--- config.mk ---
export PLATFORM = sky130hd
export DESIGN_NAME = beat_timer_flat
export DESIGN_NICKNAME = d
export VERILOG_FILES = /design/src/rtl/beat_timer_if.sv /design/src/rtl/beat_timer.sv /design/src/flat_wrapper.sv
export SDC_FILE = /design/constraint.sdc
export NUM_CORES = 1
export LEC_CHECK = 0
export BUFFER_PORTS_ARGS = -buffer_cell sky130_fd_sc_hd__buf_2
export CAP_MARGIN = 40
export CELL_PAD_IN_SITES_DETAIL_PLACEMENT = 0
export CELL_PAD_IN_SITES_GLOBAL_PLACEMENT = 1
export CORE_ASPECT_RATIO = 0.8
export CORE_UTILIZATION = 49
export CTS_CLUSTER_DIAMETER = 60
export DETAILED_ROUTE_END_ITERATION = 8
export GPL_TIMING_DRIVEN = 1
export PLACE_DENSITY_LB_ADDON = 0.1
export SYNTH_ARGS = -nofsm -noshare
export SYNTH_HDL_FRONTEND = slang
export SYNTH_SLANG_ARGS = --single-unit
--- constraint.sdc ---
create_clock -name clk -period 4.34 [get_ports clk]
set_input_delay 0 -clock clk [delete_from_list [all_inputs] [get_ports clk]]
set_output_delay 0 -clock clk [all_outputs]
set_load 0.1 [all_outputs]
--- src/rtl/beat_timer_if.sv ---
// beat_timer_if: control inputs and tick/status outputs of beat_timer.
interface beat_timer_if #(
  parameter int CNT_W  = 28,
  parameter int BEAT_W = 8
);
  logic              start;
  logic              stop;
  logic              pause;
  logic              mode;
  logic [CNT_W-1:0]  period;
  logic [BEAT_W-1:0] beats;
  logic              beat_tick;
  logic              bar_tick;
  logic              done;
  logic              half_tick;
  logic [BEAT_W-1:0] beat_idx;
  logic              busy;
  modport master (
    output start, stop, pause, mode, period, beats,
    input  beat_tick, bar_tick, done, half_tick, beat_idx, busy
  );
  modport slave (
    input  start, stop, pause, mode, period, beats,
    output beat_tick, bar_tick, done, half_tick, beat_idx, busy
  );
endinterface

--- src/rtl/beat_timer.sv ---
// beat_timer: beat/bar timer with one-shot or periodic bars, pause and restart.
// Define BEAT_TIMER_HALF_EN to enable the mid-beat half_tick pulse.
module beat_timer #(
  parameter int CNT_W  = 28,
  parameter int BEAT_W = 8
) (
  input logic        clk,
  input logic        rst,
  beat_timer_if.slave bus
);
  typedef enum logic [1:0] {IDLE, RUN, PAUSE} state_t;
  state_t            state;
  logic [CNT_W-1:0]  cnt, p_q;
  logic [BEAT_W-1:0] idx, n_q;
  logic              m_q, beat_q, bar_q, done_q, busy_q;
  logic              step, wrap, last;
  // A PAUSE cycle with pause low already counts, so a beat stretches by exactly the paused edges.
  assign step = state != IDLE && !bus.pause;
  assign wrap = cnt == p_q;
  assign last = idx == n_q - BEAT_W'(1);
  always_ff @(posedge clk or posedge rst)
    if (rst) begin
      state  <= IDLE;
      cnt    <= '0;
      p_q    <= '0;
      idx    <= '0;
      n_q    <= '0;
      m_q    <= 1'b0;
      beat_q <= 1'b0;
      bar_q  <= 1'b0;
      done_q <= 1'b0;
      busy_q <= 1'b0;
    end else begin
      beat_q <= 1'b0;
      bar_q  <= 1'b0;
      done_q <= 1'b0;
      if (bus.stop) begin
        state  <= IDLE;
        cnt    <= '0;
        idx    <= '0;
        busy_q <= 1'b0;
      end else if (bus.start) begin
        state  <= RUN;
        p_q    <= bus.period;
        n_q    <= bus.beats;
        m_q    <= bus.mode;
        cnt    <= '0;
        idx    <= '0;
        busy_q <= 1'b1;
      end else if (state != IDLE) begin
        if (bus.pause) state <= PAUSE;
        else begin
          state <= RUN;
          cnt   <= wrap ? '0 : cnt + CNT_W'(1);
          if (wrap) begin
            beat_q <= 1'b1;
            idx    <= last ? '0 : idx + BEAT_W'(1);
            bar_q  <= last && m_q;
            done_q <= last && !m_q;
            if (last && !m_q) begin
              state  <= IDLE;
              busy_q <= 1'b0;
            end
          end
        end
      end
    end
`ifdef BEAT_TIMER_HALF_EN
  logic half_q;
  always_ff @(posedge clk or posedge rst)
    if (rst) half_q <= 1'b0;
    else half_q <= !bus.stop && !bus.start && step && p_q != '0 && cnt == (p_q >> 1);
  assign bus.half_tick = half_q;
`else
  assign bus.half_tick = 1'b0;
`endif
  assign bus.beat_tick = beat_q;
  assign bus.bar_tick  = bar_q;
  assign bus.done      = done_q;
  assign bus.beat_idx  = idx;
  assign bus.busy      = busy_q;
endmodule

--- src/flat_wrapper.sv ---
// flat-port wrapper written by rule: the top's interface ports become plain ports
module beat_timer_flat 
#(
  parameter int CNT_W  = 28,
  parameter int BEAT_W = 8
)
  (clk, rst, bus_start, bus_stop, bus_pause, bus_mode, bus_period, bus_beats, bus_beat_tick, bus_bar_tick, bus_done, bus_half_tick, bus_beat_idx, bus_busy);
  beat_timer_if #(.CNT_W(CNT_W), .BEAT_W(BEAT_W)) bus_i ();
  input logic clk;
  input logic rst;
  input wire logic [$bits(bus_i.start)-1:0] bus_start;
  input wire logic [$bits(bus_i.stop)-1:0] bus_stop;
  input wire logic [$bits(bus_i.pause)-1:0] bus_pause;
  input wire logic [$bits(bus_i.mode)-1:0] bus_mode;
  input wire logic [$bits(bus_i.period)-1:0] bus_period;
  input wire logic [$bits(bus_i.beats)-1:0] bus_beats;
  output wire logic [$bits(bus_i.beat_tick)-1:0] bus_beat_tick;
  output wire logic [$bits(bus_i.bar_tick)-1:0] bus_bar_tick;
  output wire logic [$bits(bus_i.done)-1:0] bus_done;
  output wire logic [$bits(bus_i.half_tick)-1:0] bus_half_tick;
  output wire logic [$bits(bus_i.beat_idx)-1:0] bus_beat_idx;
  output wire logic [$bits(bus_i.busy)-1:0] bus_busy;
  assign bus_i.start = bus_start;
  assign bus_i.stop = bus_stop;
  assign bus_i.pause = bus_pause;
  assign bus_i.mode = bus_mode;
  assign bus_i.period = bus_period;
  assign bus_i.beats = bus_beats;
  assign bus_beat_tick = bus_i.beat_tick;
  assign bus_bar_tick = bus_i.bar_tick;
  assign bus_done = bus_i.done;
  assign bus_half_tick = bus_i.half_tick;
  assign bus_beat_idx = bus_i.beat_idx;
  assign bus_busy = bus_i.busy;
  beat_timer #(.CNT_W(CNT_W), .BEAT_W(BEAT_W)) u_core (.clk(clk), .rst(rst), .bus(bus_i));
endmodule
==> flow_summary.json <==
{
  "cts_made_buffers": 9,
  "ys_ff_latch": 79,
  "synth_top_area_share_pct": 48.7,
  "crit_fanout": 10,
  "synthMuxAreaShare_pct": 9.42,
  "critPathLaunchType": "flop",
  "crit_arrival_ns": 3.45,
  "diodes": 0,
  "antenna_found_initial": 0,
  "clk_path_buf_depth": 2,
  "power_density_nw_per_um2": 317,
  "drc_errors": 0,
  "wl_microns": 8950,
  "cts_tree": "yes",
  "postSynthCellCount": 382,
  "first_global_vias": 3032,
  "worst_setup_path_end_kind": "flop",
  "final.fill_count": 652,
  "clk_pin_slew_ns": 0.08,
  "synth_fa_ha_area_share_pct": 0.924,
  "syn_area_per_cell_sq_um": 10.6,
  "start_util_pct": 50.9,
  "critical_path_class": "flop to flop",
  "synth_compound_area_share_pct": 7.15,
  "syn_area_sq_um": 4060,
  "cts.htree.levels": 3,
  "p_leak_nw": 2.10,
  "globalplace.congestion": 0.817,
  "tightestPinTransition_ns": 0.839,
  "p_int_mw": 1.19,
  "via_per_inst": 5.30,
  "tns_ns": 0,
  "yosysTopAreaCell": "dfrtp_1",
  "seqPwrFrac_pct": 51.9,
  "synth_xor_xnor_area_share_pct": 13.2,
  "p_sw_share_pct": 26.2,
  "synth_top_family_by_area": "simple AND/OR/NAND/NOR gates",
  "drive_gt1_share_pct": 25.2,
  "postLayoutCoreUtil_pct": 63.7,
  "finalSetupViolCount": 0,
  "dpl.hpwl_microns": 6150,
  "ys_top_cells_by_count": "dfrtp_1 (79), nor2_1 (41), xnor2_1 (38)",
  "fin_crit_sh_pct": 74.3,
  "die_x_microns": 104,
  "synth_most_common_cell": "dfrtp_1",
  "die_area_sq_um": 8660,
  "firstDrtPassIters": 5,
  "synth_nets": 427,
  "hold_path_class": "primary input to async pin",
  "drv_slew": 0,
  "fmax_mhz": 310,
  "worst_ir_drop_vdd_v": 0.000230,
  "port_buffers": 53,
  "clockRootBuffer": "clkbuf_8",
  "status": "finished clean",
  "insertion_delay_ns": 0.34,
  "core_area_sq_um": 7980,
  "cts_resized": 0,
  "postSynth.asyncResetShare_pct": 100,
  "p_comb_share_pct": 15.3,
  "synth_seq_area_share_pct": 48.7,
  "nets": 525,
  "yosysWarnings": 0,
  "grt_max_degree": 39,
  "drt_iter0_markers": 110,
  "fin_skew_ns": 0.0102,
  "synthTopCellsByArea": "dfrtp_1 (49%), mux2_2 (9.4%), xnor2_1 (8.2%)",
  "required_ns": 4.56,
  "fp-row-count": 29,
  "switchingPower_uw": 422,
  "maxSlewHeadroom_pct": 44.0,
  "clkPwrFrac_pct": 32.7,
  "vias": 3141,
  "yosysUniqueCellTypes": 43,
  "cts_sinks": 79,
  "synth-edff-count": 0,
  "grt_setup_unrepaired": "false",
  "ant_nets": 0,
  "gr-total-overflow": 0,
  "synthToLayoutAreaGrowth_pct": 25.3,
  "fin_crit_ns": 3.22,
  "io_pins": 55,
  "maxCapViolCount": 0,
  "hold_viol": 0,
  "ys.flop_type": "dfrtp_1",
  "die_h_microns": 83.4,
  "grt_first_pass_wirelength_microns": 15200,
  "grt_use_total_pct": 22.4,
  "wl_per_cell_microns": 15.1,
  "synthSimpleGateAreaFrac_pct": 18.1
}
cells in the final DEF (no fill, tap or decap), types with 2 or more instances in the layout:
| cell type | count |
|---|---|
| a211o_2 | 7 |
| and4_1 | 4 |
| nand2b_1 | 2 |
| nor4_1 | 3 |
| a311oi_1 | 2 |
| nand3b_1 | 2 |
| dlygate4sd3_1 | 43 |
| and3_1 | 5 |
| xnor2_1 | 38 |
| nor3_1 | 6 |
| o211ai_1 | 6 |
| ha_1 | 3 |
| or2_2 | 2 |
| nand3_1 | 27 |
| or3_1 | 6 |
| buf_4 | 2 |
| nor2b_1 | 2 |
| nand4_1 | 11 |
| nand2_1 | 23 |
| mux2_2 | 34 |
| o21ai_0 | 7 |
| clkbuf_8 | 9 |
| inv_1 | 5 |
| buf_2 | 53 |
| dfrtp_1 | 79 |
| clkinv_2 | 3 |
| xor2_1 | 23 |
| nor3b_1 | 2 |
| a21oi_1 | 8 |
| a211o_1 | 2 |
| and2_1 | 4 |
| nor2_1 | 41 |
critical path, cell delays in order (launching register included):
cell           delay [ns]
dfrtp_1              0.47
or4_4                0.54
or3_1                0.33
and3_4               0.18
o31ai_4              0.43
and2_1               0.43
a311oi_1             0.14
dlygate4sd3_1        0.57
state kept, by name, indices dropped and copies added (netlist names):
signal	count
u_core.state	2
u_core.n_q	8
u_core.bus.beat_tick	1
u_core.p_q	28
u_core.bus.busy	1
u_core.bus.beat_idx	8
u_core.m_q	1
u_core.bus.bar_tick	1
u_core.cnt	28
u_core.bus.done	1
layout make-up:
cell class	instances	area (sq um)	share of cell area, %
clock buffers	10	128	2.51
clock inverters	6	61.3	1.20
inverters	6	22.5	0.443
multi-input cells	283	1990	39.1
flip-flops and latches	79	1980	38.8
well taps	108	135	2.66
repair buffers	101	773	15.2
final timing paths:
path	cells past startpoint	start	end	slack (ns)
max in group asynchronous	4	rst	u_core.p_q[17]	3.45
min reg2reg	1	u_core.m_q	u_core.bus.bar_tick	0.51
max reg2reg	7	u_core.n_q[2]	u_core.bus.busy	1.12
min	3	rst	u_core.n_q[2]	0.12
min in group clk	4	bus_beats[1]	u_core.n_q[1]	0.39
max	7	u_core.n_q[2]	u_core.bus.busy	1.12
per-stage QoR:
step	cells	cell area, sq um	hold WS [ns]	power [mW]	setup WS (ns)
after floorplan	382	4060	0.0662	0.998	1.85
after global placement	531	4410	0.213	1.06	1.32
after detailed placement	534	4470	-0.0673	1.07	1.67
after CTS	593	5090	0.100	1.63	1.12
after global routing	593	5090	0.117	1.69	0.970
final	593	5090	0.122	1.61	1.12
power by group through the flow:
| stage | logic [mW] | registers (mW) | clock network (mW) |
|---|---|---|---|
| floorplan | 0.160 | 0.838 | 0 |
| global placement | 0.208 | 0.850 | 0 |
| detailed placement | 0.217 | 0.852 | 0 |
| CTS | 0.248 | 0.837 | 0.542 |
| global route | 0.271 | 0.844 | 0.573 |
| finish | 0.247 | 0.836 | 0.528 |
timing repair:
| item | in CTS | in global routing |
|---|---|---|
| hold buffers | 43 | 0 |
| endpoints found under the hold margin | 113 | 0 |
| endpoints found under the setup margin | 0 | 0 |
| setup buffers | 0 | 0 |
metal layers:
layer | share of wire [%] | vias up | wire, microns | GRT usage (%)
li1 | - | 1530 | - | -
met1 | 50 | 1513 | 4520 | 34.3
met2 | 44 | 89 | 3910 | 32.7
met3 | 4.8 | 9 | 430 | 4.00
met4 | 0.99 | 0 | 89 | 5.45
met5 | 0 | - | 0 | 0
cell families (layout without fill, tap and decap cells):
family,count (synthesis),after routing
buffers and inverters,20,123
xor gates and xnor gates,61,61
AOI/OAI and AO/OA,39,39
muxes,34,34
other,1,1
and+or+nand+nor,145,145
adders and majority gates,3,3
DFF,79,79
Power figures use the tool's default switching activity.
